`src/rtl/hdmi_pkg.sv`:
```
// Shared constants for the HDMI receive phase tuner: TMDS control tokens and FSM states.
package hdmi_pkg;

    localparam logic [9:0] CTRL_00 = 10'h354;
    localparam logic [9:0] CTRL_01 = 10'h0AB;
    localparam logic [9:0] CTRL_10 = 10'h154;
    localparam logic [9:0] CTRL_11 = 10'h2AB;

    typedef enum logic [2:0] {
        ST_IDLE    = 3'd0,
        ST_SETTLE  = 3'd1,
        ST_MEASURE = 3'd2,
        ST_NEXT    = 3'd3,
        ST_APPLY   = 3'd4,
        ST_TRACK   = 3'd5,
        ST_FAIL    = 3'd6
    } hdmi_state_e;

    function automatic logic is_ctrl_token(input logic [9:0] word);
        return (word == CTRL_00) || (word == CTRL_01) ||
               (word == CTRL_10) || (word == CTRL_11);
    endfunction

endpackage

```
`src/rtl/tmds_phase_scorer.sv`:
```
// Counts clean TMDS control tokens on channel 0 over a 2^WINDOW_LOG2 cycle window.
module tmds_phase_scorer
    import hdmi_pkg::*;
#(
    parameter int unsigned WINDOW_LOG2 = 16
) (
    input  logic                   clk,
    input  logic                   reset,
    input  logic                   start,
    input  logic                   clear,
    input  logic                   hdmi_valid,
    input  logic                   hdmi_locked,
    input  logic [9:0]             d0,
    output logic                   done,
    output logic [WINDOW_LOG2:0]   score,
    output logic                   disq
);

    logic                   active_q, active_d;
    logic [WINDOW_LOG2-1:0] win_q, win_d;
    logic [WINDOW_LOG2:0]   score_q, score_d;
    logic                   disq_q, disq_d;

    always_ff @(posedge clk or posedge reset) begin
        if (reset) begin
            active_q <= 1'b0;
            win_q    <= '0;
            score_q  <= '0;
            disq_q   <= 1'b0;
        end else begin
            active_q <= active_d;
            win_q    <= win_d;
            score_q  <= score_d;
            disq_q   <= disq_d;
        end
    end

    always_comb begin
        active_d = active_q;
        win_d    = win_q;
        score_d  = score_q;
        disq_d   = disq_q;
        if (clear) begin
            active_d = 1'b0;
            win_d    = '0;
            score_d  = '0;
            disq_d   = 1'b0;
        end else if (start) begin
            active_d = 1'b1;
            win_d    = '0;
            score_d  = '0;
            disq_d   = 1'b0;
        end else if (active_q) begin
            win_d = win_q + 1'b1;
            if (hdmi_valid && is_ctrl_token(d0))
                score_d = score_q + 1'b1;
            if (!hdmi_valid || !hdmi_locked)
                disq_d = 1'b1;
            if (win_q == '1)
                active_d = 1'b0;
        end
    end

    assign done  = active_q && (win_q == '1);
    assign score = score_q;
    assign disq  = disq_q;

endmodule

```
`src/rtl/hdmi_phase_tuner.sv`:
```
// Sweeps the 4-bit PLL delay, scores each setting on channel 0, applies the best and tracks lock.
module hdmi_phase_tuner
    import hdmi_pkg::*;
#(
    parameter int unsigned SETTLE_CYCLES = 1024,
    parameter int unsigned WINDOW_LOG2   = 16,
    parameter int unsigned MIN_SCORE     = 64,
    parameter int unsigned LOSS_LIMIT    = 4096,
    parameter int unsigned RETRY_CYCLES  = 65536
) (
    input  logic                 clk,
    input  logic                 reset,
    input  logic                 hdmi_locked,
    input  logic                 hdmi_valid,
    input  logic [9:0]           d0,
    input  logic                 rescan,
    output logic [3:0]           pll_delay,
    output logic                 aligned,
    output logic                 scanning,
    output logic [WINDOW_LOG2:0] best_score,
    output logic [2:0]           state
);

    localparam int unsigned SCORE_W  = WINDOW_LOG2 + 1;
    localparam int unsigned SETTLE_W = $clog2(SETTLE_CYCLES + 1);
    localparam int unsigned LOSS_W   = $clog2(LOSS_LIMIT + 1);
    localparam int unsigned RETRY_W  = $clog2(RETRY_CYCLES + 1);

    localparam logic [SETTLE_W-1:0] SETTLE_LAST = SETTLE_W'(SETTLE_CYCLES - 1);
    localparam logic [LOSS_W-1:0]   LOSS_LAST   = LOSS_W'(LOSS_LIMIT - 1);
    localparam logic [RETRY_W-1:0]  RETRY_LAST  = RETRY_W'(RETRY_CYCLES - 1);
    localparam logic [SCORE_W-1:0]  MIN_SCORE_V = SCORE_W'(MIN_SCORE);

    hdmi_state_e          state_q, state_d;
    logic [3:0]           pll_delay_q, pll_delay_d;
    logic [3:0]           best_delay_q, best_delay_d;
    logic [SCORE_W-1:0]   best_q, best_d;
    logic [SCORE_W-1:0]   best_score_q, best_score_d;
    logic [SETTLE_W-1:0]  settle_q, settle_d;
    logic [LOSS_W-1:0]    loss_q, loss_d;
    logic [RETRY_W-1:0]   retry_q, retry_d;
    logic                 aligned_q, aligned_d;
    logic                 scanning_q, scanning_d;

    logic                 sc_start, sc_clear, sc_done, sc_disq;
    logic [SCORE_W-1:0]   sc_score;

    tmds_phase_scorer #(
        .WINDOW_LOG2 (WINDOW_LOG2)
    ) u_scorer (
        .clk         (clk),
        .reset       (reset),
        .start       (sc_start),
        .clear       (sc_clear),
        .hdmi_valid  (hdmi_valid),
        .hdmi_locked (hdmi_locked),
        .d0          (d0),
        .done        (sc_done),
        .score       (sc_score),
        .disq        (sc_disq)
    );

    always_ff @(posedge clk or posedge reset) begin
        if (reset) begin
            state_q      <= ST_IDLE;
            pll_delay_q  <= '0;
            best_delay_q <= '0;
            best_q       <= '0;
            best_score_q <= '0;
            settle_q     <= '0;
            loss_q       <= '0;
            retry_q      <= '0;
            aligned_q    <= 1'b0;
            scanning_q   <= 1'b0;
        end else begin
            state_q      <= state_d;
            pll_delay_q  <= pll_delay_d;
            best_delay_q <= best_delay_d;
            best_q       <= best_d;
            best_score_q <= best_score_d;
            settle_q     <= settle_d;
            loss_q       <= loss_d;
            retry_q      <= retry_d;
            aligned_q    <= aligned_d;
            scanning_q   <= scanning_d;
        end
    end

    always_comb begin
        state_d      = state_q;
        pll_delay_d  = pll_delay_q;
        best_delay_d = best_delay_q;
        best_d       = best_q;
        best_score_d = best_score_q;
        settle_d     = '0;
        loss_d       = '0;
        retry_d      = '0;
        sc_start     = 1'b0;
        sc_clear     = 1'b0;

        case (state_q)
            ST_IDLE: begin
                if (hdmi_locked) begin
                    pll_delay_d  = '0;
                    best_d       = '0;
                    best_delay_d = '0;
                    sc_clear     = 1'b1;
                    state_d      = ST_SETTLE;
                end
            end
            ST_SETTLE: begin
                // Lock glitches after a delay change restart the settle count rather than abort.
                if (!hdmi_locked) begin
                    settle_d = '0;
                end else if (settle_q == SETTLE_LAST) begin
                    sc_start = 1'b1;
                    state_d  = ST_MEASURE;
                end else begin
                    settle_d = settle_q + 1'b1;
                end
            end
            ST_MEASURE: begin
                if (sc_done)
                    state_d = ST_NEXT;
            end
            ST_NEXT: begin
                if (!sc_disq && (sc_score > best_q)) begin
                    best_d       = sc_score;
                    best_delay_d = pll_delay_q;
                end
                sc_clear = 1'b1;
                if (pll_delay_q == 4'd15) begin
                    state_d = ST_APPLY;
                end else begin
                    pll_delay_d = pll_delay_q + 4'd1;
                    state_d     = ST_SETTLE;
                end
            end
            ST_APPLY: begin
                if (best_q >= MIN_SCORE_V) begin
                    pll_delay_d  = best_delay_q;
                    best_score_d = best_q;
                    state_d      = ST_TRACK;
                end else begin
                    pll_delay_d  = '0;
                    best_score_d = '0;
                    state_d      = ST_FAIL;
                end
            end
            ST_TRACK: begin
                if (!hdmi_locked) begin
                    state_d = ST_IDLE;
                end else if (!hdmi_valid) begin
                    if (loss_q == LOSS_LAST)
                        state_d = ST_IDLE;
                    else
                        loss_d = loss_q + 1'b1;
                end
            end
            ST_FAIL: begin
                if (!hdmi_locked || (retry_q == RETRY_LAST))
                    state_d = ST_IDLE;
                else
                    retry_d = retry_q + 1'b1;
            end
            default: state_d = ST_IDLE;
        endcase

        // rescan overrides every register update computed above for this cycle.
        if (rescan && (state_q != ST_IDLE)) begin
            state_d      = ST_IDLE;
            pll_delay_d  = pll_delay_q;
            best_delay_d = best_delay_q;
            best_d       = best_q;
            best_score_d = best_score_q;
            settle_d     = '0;
            loss_d       = '0;
            retry_d      = '0;
            sc_start     = 1'b0;
            sc_clear     = 1'b1;
        end

        aligned_d  = (state_q == ST_TRACK);
        scanning_d = (state_q == ST_SETTLE) || (state_q == ST_MEASURE) ||
                     (state_q == ST_NEXT);
    end

    assign pll_delay  = pll_delay_q;
    assign aligned    = aligned_q;
    assign scanning   = scanning_q;
    assign best_score = best_score_q;
    assign state      = state_q;

endmodule
```
`config.mk`:
```
export PLATFORM = sky130hd
export DESIGN_NAME = hdmi_phase_tuner
export DESIGN_NICKNAME = d
export VERILOG_FILES = /design/src/rtl/hdmi_pkg.sv /design/src/rtl/tmds_phase_scorer.sv /design/src/rtl/hdmi_phase_tuner.sv
export SDC_FILE = /design/constraint.sdc
export NUM_CORES = 1
export LEC_CHECK = 0
export BUFFER_PORTS_ARGS = -buffer_cell sky130_fd_sc_hd__buf_4
export CELL_PAD_IN_SITES_DETAIL_PLACEMENT = 1
export CELL_PAD_IN_SITES_GLOBAL_PLACEMENT = 1
export CORE_MARGIN = 2
export CORE_UTILIZATION = 45
export DETAILED_ROUTE_END_ITERATION = 16
export GPL_TIMING_DRIVEN = 1
export PLACE_DENSITY = 0.83
export REMOVE_ABC_BUFFERS = 1
export SETUP_SLACK_MARGIN = 0.1
export SKIP_LAST_GASP = 1
export SLEW_MARGIN = 20
export SYNTH_ARGS = -nofsm -noshare
export SYNTH_HDL_FRONTEND = slang
export SYNTH_SLANG_ARGS = --single-unit
export TNS_END_PERCENT = 1
```
`constraint.sdc`:
```
create_clock -name clk -period 9.75 [get_ports clk]
set_clock_uncertainty 0.15 [all_clocks]
set_input_delay 1.95 -clock clk [delete_from_list [all_inputs] [get_ports clk]]
set_output_delay 1.95 -clock clk [all_outputs]
set_load 0.005 [all_outputs]
```
* After elaboration in Yosys (flattened, before gate mapping)
Cells that the tools add are included.
** Storage, ports and cells
- Bits of input ports :: 15
- Bits in registers :: 123
- Output and inout bits :: 26
- Logic and storage cells :: 131
** Cells by class
- Eq/ne operators :: 25
- Reductions and logical operators :: 27
- Multiplexer cells :: 56
- Add/subtract/negate cells :: 6
- Order comparisons :: 2
- Bitwise gates (word level) :: 1
** Operator list (count)
- $mux W17 :: 10
- $mux W13 :: 5
- $mux W16 :: 3
- $mux W11 :: 4
- $add A17 B1 Y17 const B :: 2
- $pmux W17 S2 :: 1
- $mux W3 :: 10
- $pmux W3 S7 :: 1
- $eq A10 B10 Y1 const B :: 2
- $eq A17 B16 Y1 const B :: 1
- $ge A17 B7 Y1 const B :: 1
- $gt A17 B17 Y1 :: 1
- $add A16 B1 Y16 const B :: 1
- $eq A16 B16 Y1 const B :: 1
- $mux W4 :: 4
- $ne A3 B3 Y1 const B :: 5
- $reduce_bool A3 Y1 :: 5
- $mux W1 :: 14
- $add A13 B1 Y13 const B :: 1
- $eq A13 B12 Y1 const B :: 1
- $pmux W4 S3 :: 1
- $add A11 B1 Y11 const B :: 1
- $eq A11 B10 Y1 const B :: 1
- $eq A10 B8 Y1 const B :: 1
- other kinds (21) :: 40

* Logic depth before layout (Yosys ltp)
- Word-level depth :: 9
- Mapped depth :: 11

* Cells and area by module
From an unflattened synthesis, not the netlist that was laid out.
** Unflattened totals
- Cell total of the unflattened synthesis :: 629
- Area total of the unflattened synthesis :: 6167.2 sq um
** By module, submodules not included
- hdmi_phase_tuner :: cells an instance 435, sequential area each 2202.1 sq um, times used 1, area an instance 4314.1 sq um
- tmds_phase_scorer :: cells an instance 194, sequential area each 875.8 sq um, times used 1, area an instance 1853.0 sq um

* Worst setup path after synthesis
No wires, ideal clock.
- Path type :: input to register
- Start point :: input d0[4]
- End point :: register u_scorer.score_q[10] (netlist: u_scorer.score[10])
- Setup time :: 0.078 ns
- Path slack :: 5.943 ns
- Cell stages on the path :: 6
- Arrival time :: 3.579 ns
- Buffers on the path :: 1
- Path through :: or4b_4 -> nor3_4 -> o21ai_2 -> buf_6 -> or4_1 -> a21oi_1
** On the way
- Longest elaborated chain between the ends :: 7
** RTL lines
- start: declaration :: RTL line hdmi_phase_tuner.sv:15 : input logic [9:0] d0,
- $eq A10 B10 Y1 / $eq A10 B8 Y1 (equally long branches) :: RTL line hdmi_pkg.sv:20 : return (word == CTRL_00) || (word == CTRL_01) ||
- $logic_or A1 B1 Y1 (2 in a row) :: RTL line hdmi_pkg.sv:20
- $logic_or A1 B1 Y1 * :: RTL line hdmi_pkg.sv:21 : (word == CTRL_10) || (word == CTRL_11);
- $logic_and A1 B1 Y1 * :: RTL line tmds_phase_scorer.sv:55 : if (hdmi_valid && is_ctrl_token(d0))
- $reduce_bool A3 Y1 (no source line) *
- $reduce_and A2 Y1 (no source line) *
- end signal: assignment :: RTL line tmds_phase_scorer.sv:33 : score_q <= score_d;
- end: declaration :: RTL line tmds_phase_scorer.sv:21 : logic [WINDOW_LOG2:0] score_q, score_d;
Every way passes the cells marked *; elsewhere a longest branch is shown, timed or not.
A chain may end at the register's enable or synchronous reset.

* Worst setup path in the final report
- Start point :: input d0[1]
- End point :: register u_scorer.score_q[13] (netlist: u_scorer.score[13])
Same word-level chain as after synthesis.

==> results.json <==
{
  "final-max-slew-violation-count": 0,
  "gp_routability_congestion": 0.802,
  "drt_iter0_markers": 218,
  "clock-root-buffer": "clkbuf_16",
  "post-route-drc-count": 0,
  "detail-route-antenna-nets": 0,
  "combinationalPowerShare_pct": 17.7,
  "worst_hold_path_type": "reg -> reg",
  "outcome": "finished clean",
  "worst_skew_pair.late_latency_ns": 0.42,
  "grt_antenna_before_repair": 0,
  "ys.warnings.count": 0,
  "p_sw_uw": 403,
  "worst-path-max-fanout": 7,
  "fin_nets": 732,
  "synth_enable_flop_cells": 0,
  "timing_hold_violations_final": 0,
  "n_antenna_cell": 0,
  "overflow": 0,
  "firstDrtPassIters": 4,
  "grt_max_degree": 65,
  "switching_share_pct": 27.8,
  "worstSetupStartpointType": "input pin",
  "vias_in_the_first_global_route": 5467,
  "synth_common_cells": "dfrtp_1 (123), nor2_1 (86), nand2_1 (74)",
  "port_buffers": 39,
  "num-fill-cells": 1523,
  "cp.buffers_inverters": 1,
  "core_um2": 13800,
  "achievable-frequency_mhz": 271,
  "ctsResizeCount": 0,
  "max_slew_margin_pct": 39.4,
  "finalSetupTns_ns": 0,
  "clkSinkCount": 123,
  "setup_viol": 0,
  "cts_buffer_depth": 2,
  "setup.worst_path.end_class": "flip-flop",
  "cts-htree-levels": 4,
  "placementRows": 43,
  "cp_slowest_cell": "nor4_2",
  "starting_density_of_the_core_pct": 45.8,
  "cts_hold_buffers": 0,
  "via_count": 5013,
  "powerDensity_nw_per_um2": 196,
  "cts_tree": "done",
  "dieHeight_um": 123,
  "groute.usage.overall_pct": 23.0,
  "synth.largest_area_cell": "dfrtp_1",
  "post_synth_inst_count": 655,
  "die-area_um2": 15000,
  "synth_area_leaders": "dfrtp_1 (49%), nor2_1 (5.1%), xor2_1 (4.8%), ha_1 (4.7%), nand2_1 (4.4%)",
  "drv.max_cap_violation_count": 0,
  "crit_path_cell_trace": "buf_4 > or4b_1 > nor4_2 > o211ai_1 > xor2_1 > nor2_1",
  "syn_to_final_growth_pct": 16.8,
  "min_period_over_period_pct": 37.9,
  "boundaryPins": 41,
  "rsz0062_at_grt": "false",
  "final_period_minus_worst_setup_slack_ns": 3.70,
  "total_leakage_power_nw": 3.13,
  "startpoint_to_endpoint_class_of_the_critical_path": "in -> reg",
  "synth.yosys.seq_area_share_pct": 48.6,
  "grt_pass1_wl_um": 26900,
  "synthesis.area_um2": 6340,
  "synth-main-ff-cell": "dfrtp_1",
  "wl_per_cell_um": 18.0,
  "max-vdd-ir-drop_v": 0.000137,
  "critPathRequiredTime_ns": 9.87,
  "cpLargestDelayFamily": "simple AND/OR/NAND/NOR gates",
  "critical-path-max-stage-delay_ns": 0.64,
  "die-width_um": 123,
  "wl_um": 16000,
  "post_detailed_placement_half_perimeter_wirelength_um": 11000,
  "post_synth_num_cell_types": 57,
  "p_clk_share_pct": 44.2,
  "netlist.area_leader.share_pct": 48.6,
  "cts.clk_slew.worst_paths_ns": 0.06,
  "cts_inserted_buffers": 17,
  "synth_area_per_cell_um2": 9.68,
  "cts_setup_buffers": 0,
  "drt-vias-per-instance": 5.66,
  "ys_ff_latch": 123,
  "most_common_cell_in_the_synthesized_netlist": "dfrtp_1",
  "internal-power_mw": 1.04,
  "final_layout_size_suffix_gt1_share_pct": 12.5,
  "async_reset_ff_share_pct": 100,
  "sequentialPowerShare_pct": 38.1,
  "arrival_ns": 3.82,
  "worst_slew_pin_slew_ns": 0.901,
  "fin_worst_hold_slack_ns": 0.329
}
==> final timing paths <==
path | start | to | slack (ns) | depth (start not counted)
worst max-delay path | d0[1] | u_scorer.score[13] | 6.05 | 6
worst min-delay path | best_score[7] | best_score[7] | 0.33 | 2
worst max register to register | u_scorer.score[2] | best_q[5] | 6.86 | 7
worst min register to register | best_score[7] | best_score[7] | 0.33 | 2
max in group asynchronous | reset | best_score[13] | 6.67 | 3
min in group asynchronous | reset | scanning | 1.50 | 2
==> cell usage in the layout, fill, tap and decap left out, drive strengths merged, types with 22 or more instances in the layout <==
| cell | instances |
|---|---|
| nand3 | 27 |
| ha | 24 |
| mux2i | 24 |
| inv | 34 |
| nor2 | 86 |
| xor2 | 35 |
| dfrtp | 123 |
| xnor2 | 22 |
| clkbuf | 25 |
| nand2 | 74 |
| buf | 42 |
==> power groups by stage <==
| stage | Combinational (mW) | Clock, mW | Sequential, mW |
|---|---|---|---|
| floorplan | 0.179 | 0 | 0.553 |
| global placement | 0.239 | 0 | 0.557 |
| detailed placement | 0.253 | 0 | 0.558 |
| CTS | 0.256 | 0.651 | 0.551 |
| global route | 0.282 | 0.672 | 0.553 |
| finish | 0.256 | 0.640 | 0.551 |
==> layout make-up <==
| class | instances | area [um^2] | share of cell area (%) |
|---|---|---|---|
| inverters | 35 | 134 | 1.81 |
| clock buffers | 25 | 526 | 7.10 |
| flip-flops and latches | 123 | 3080 | 41.6 |
| repair buffers | 42 | 315 | 4.26 |
| well taps | 180 | 225 | 3.04 |
| clock inverters | 6 | 82.6 | 1.12 |
| multi-input cells | 474 | 3040 | 41.1 |
==> routing by layer <==
metal / global-route usage, % / vias to the layer above / part of all wire [%]
li1: - / 2367 / -
met1: 27.9 / 2547 / 43
met2: 40.2 / 77 / 52
met3: 4.79 / 22 / 3.2
met4: 8.26 / 0 / 1.6
met5: 0 / - / 0
==> cell families after synthesis <==
kind of cell	share of synthesized area, %
and+or+nand+nor	22.3
DFF	48.6
AOI/OAI and AO/OA	9.04
buffers and inverters	3.71
xor gates and xnor gates	7.88
muxes	3.79
adders and majority gates	4.74
==> stage by stage <==
step | instance area (um^2) | util [%] | power, mW | worst slack, ns | cells
after CTS | 7400 | 53.5 | 1.46 | 6.03 | 885
after global placement | 6790 | 49.1 | 0.796 | 5.63 | 854
final | 7400 | 53.5 | 1.45 | 6.05 | 885
after global routing | 7400 | 53.5 | 1.51 | 5.91 | 885
after floorplan | 6230 | - | 0.733 | 4.38 | 632
after detailed placement | 6790 | 49.1 | 0.810 | 5.61 | 854
==> registers in the layout (all words and copies together), names as in the netlist, 11 cells and up <==
| signal | count |
|---|---|
| loss_q | 13 |
| settle_q | 11 |
| u_scorer.win_q | 16 |
| u_scorer.score | 17 |
| retry_q | 17 |
| best_q | 17 |
| best_score | 17 |
==> worst register-to-register path: cells and delay by family, from the launching register on <==
| kind | cells | cell delay (ns) |
|---|---|---|
| AO/OA/AOI/OAI | 4 | 1.15 |
| flip-flops | 1 | 0.58 |
| adder cells (fa/ha/maj) | 1 | 0.35 |
| multiplexers | 1 | 0.29 |
| buffers and inverters | 1 | 0.28 |
Note: power is estimated with default switching activity, not from simulation.
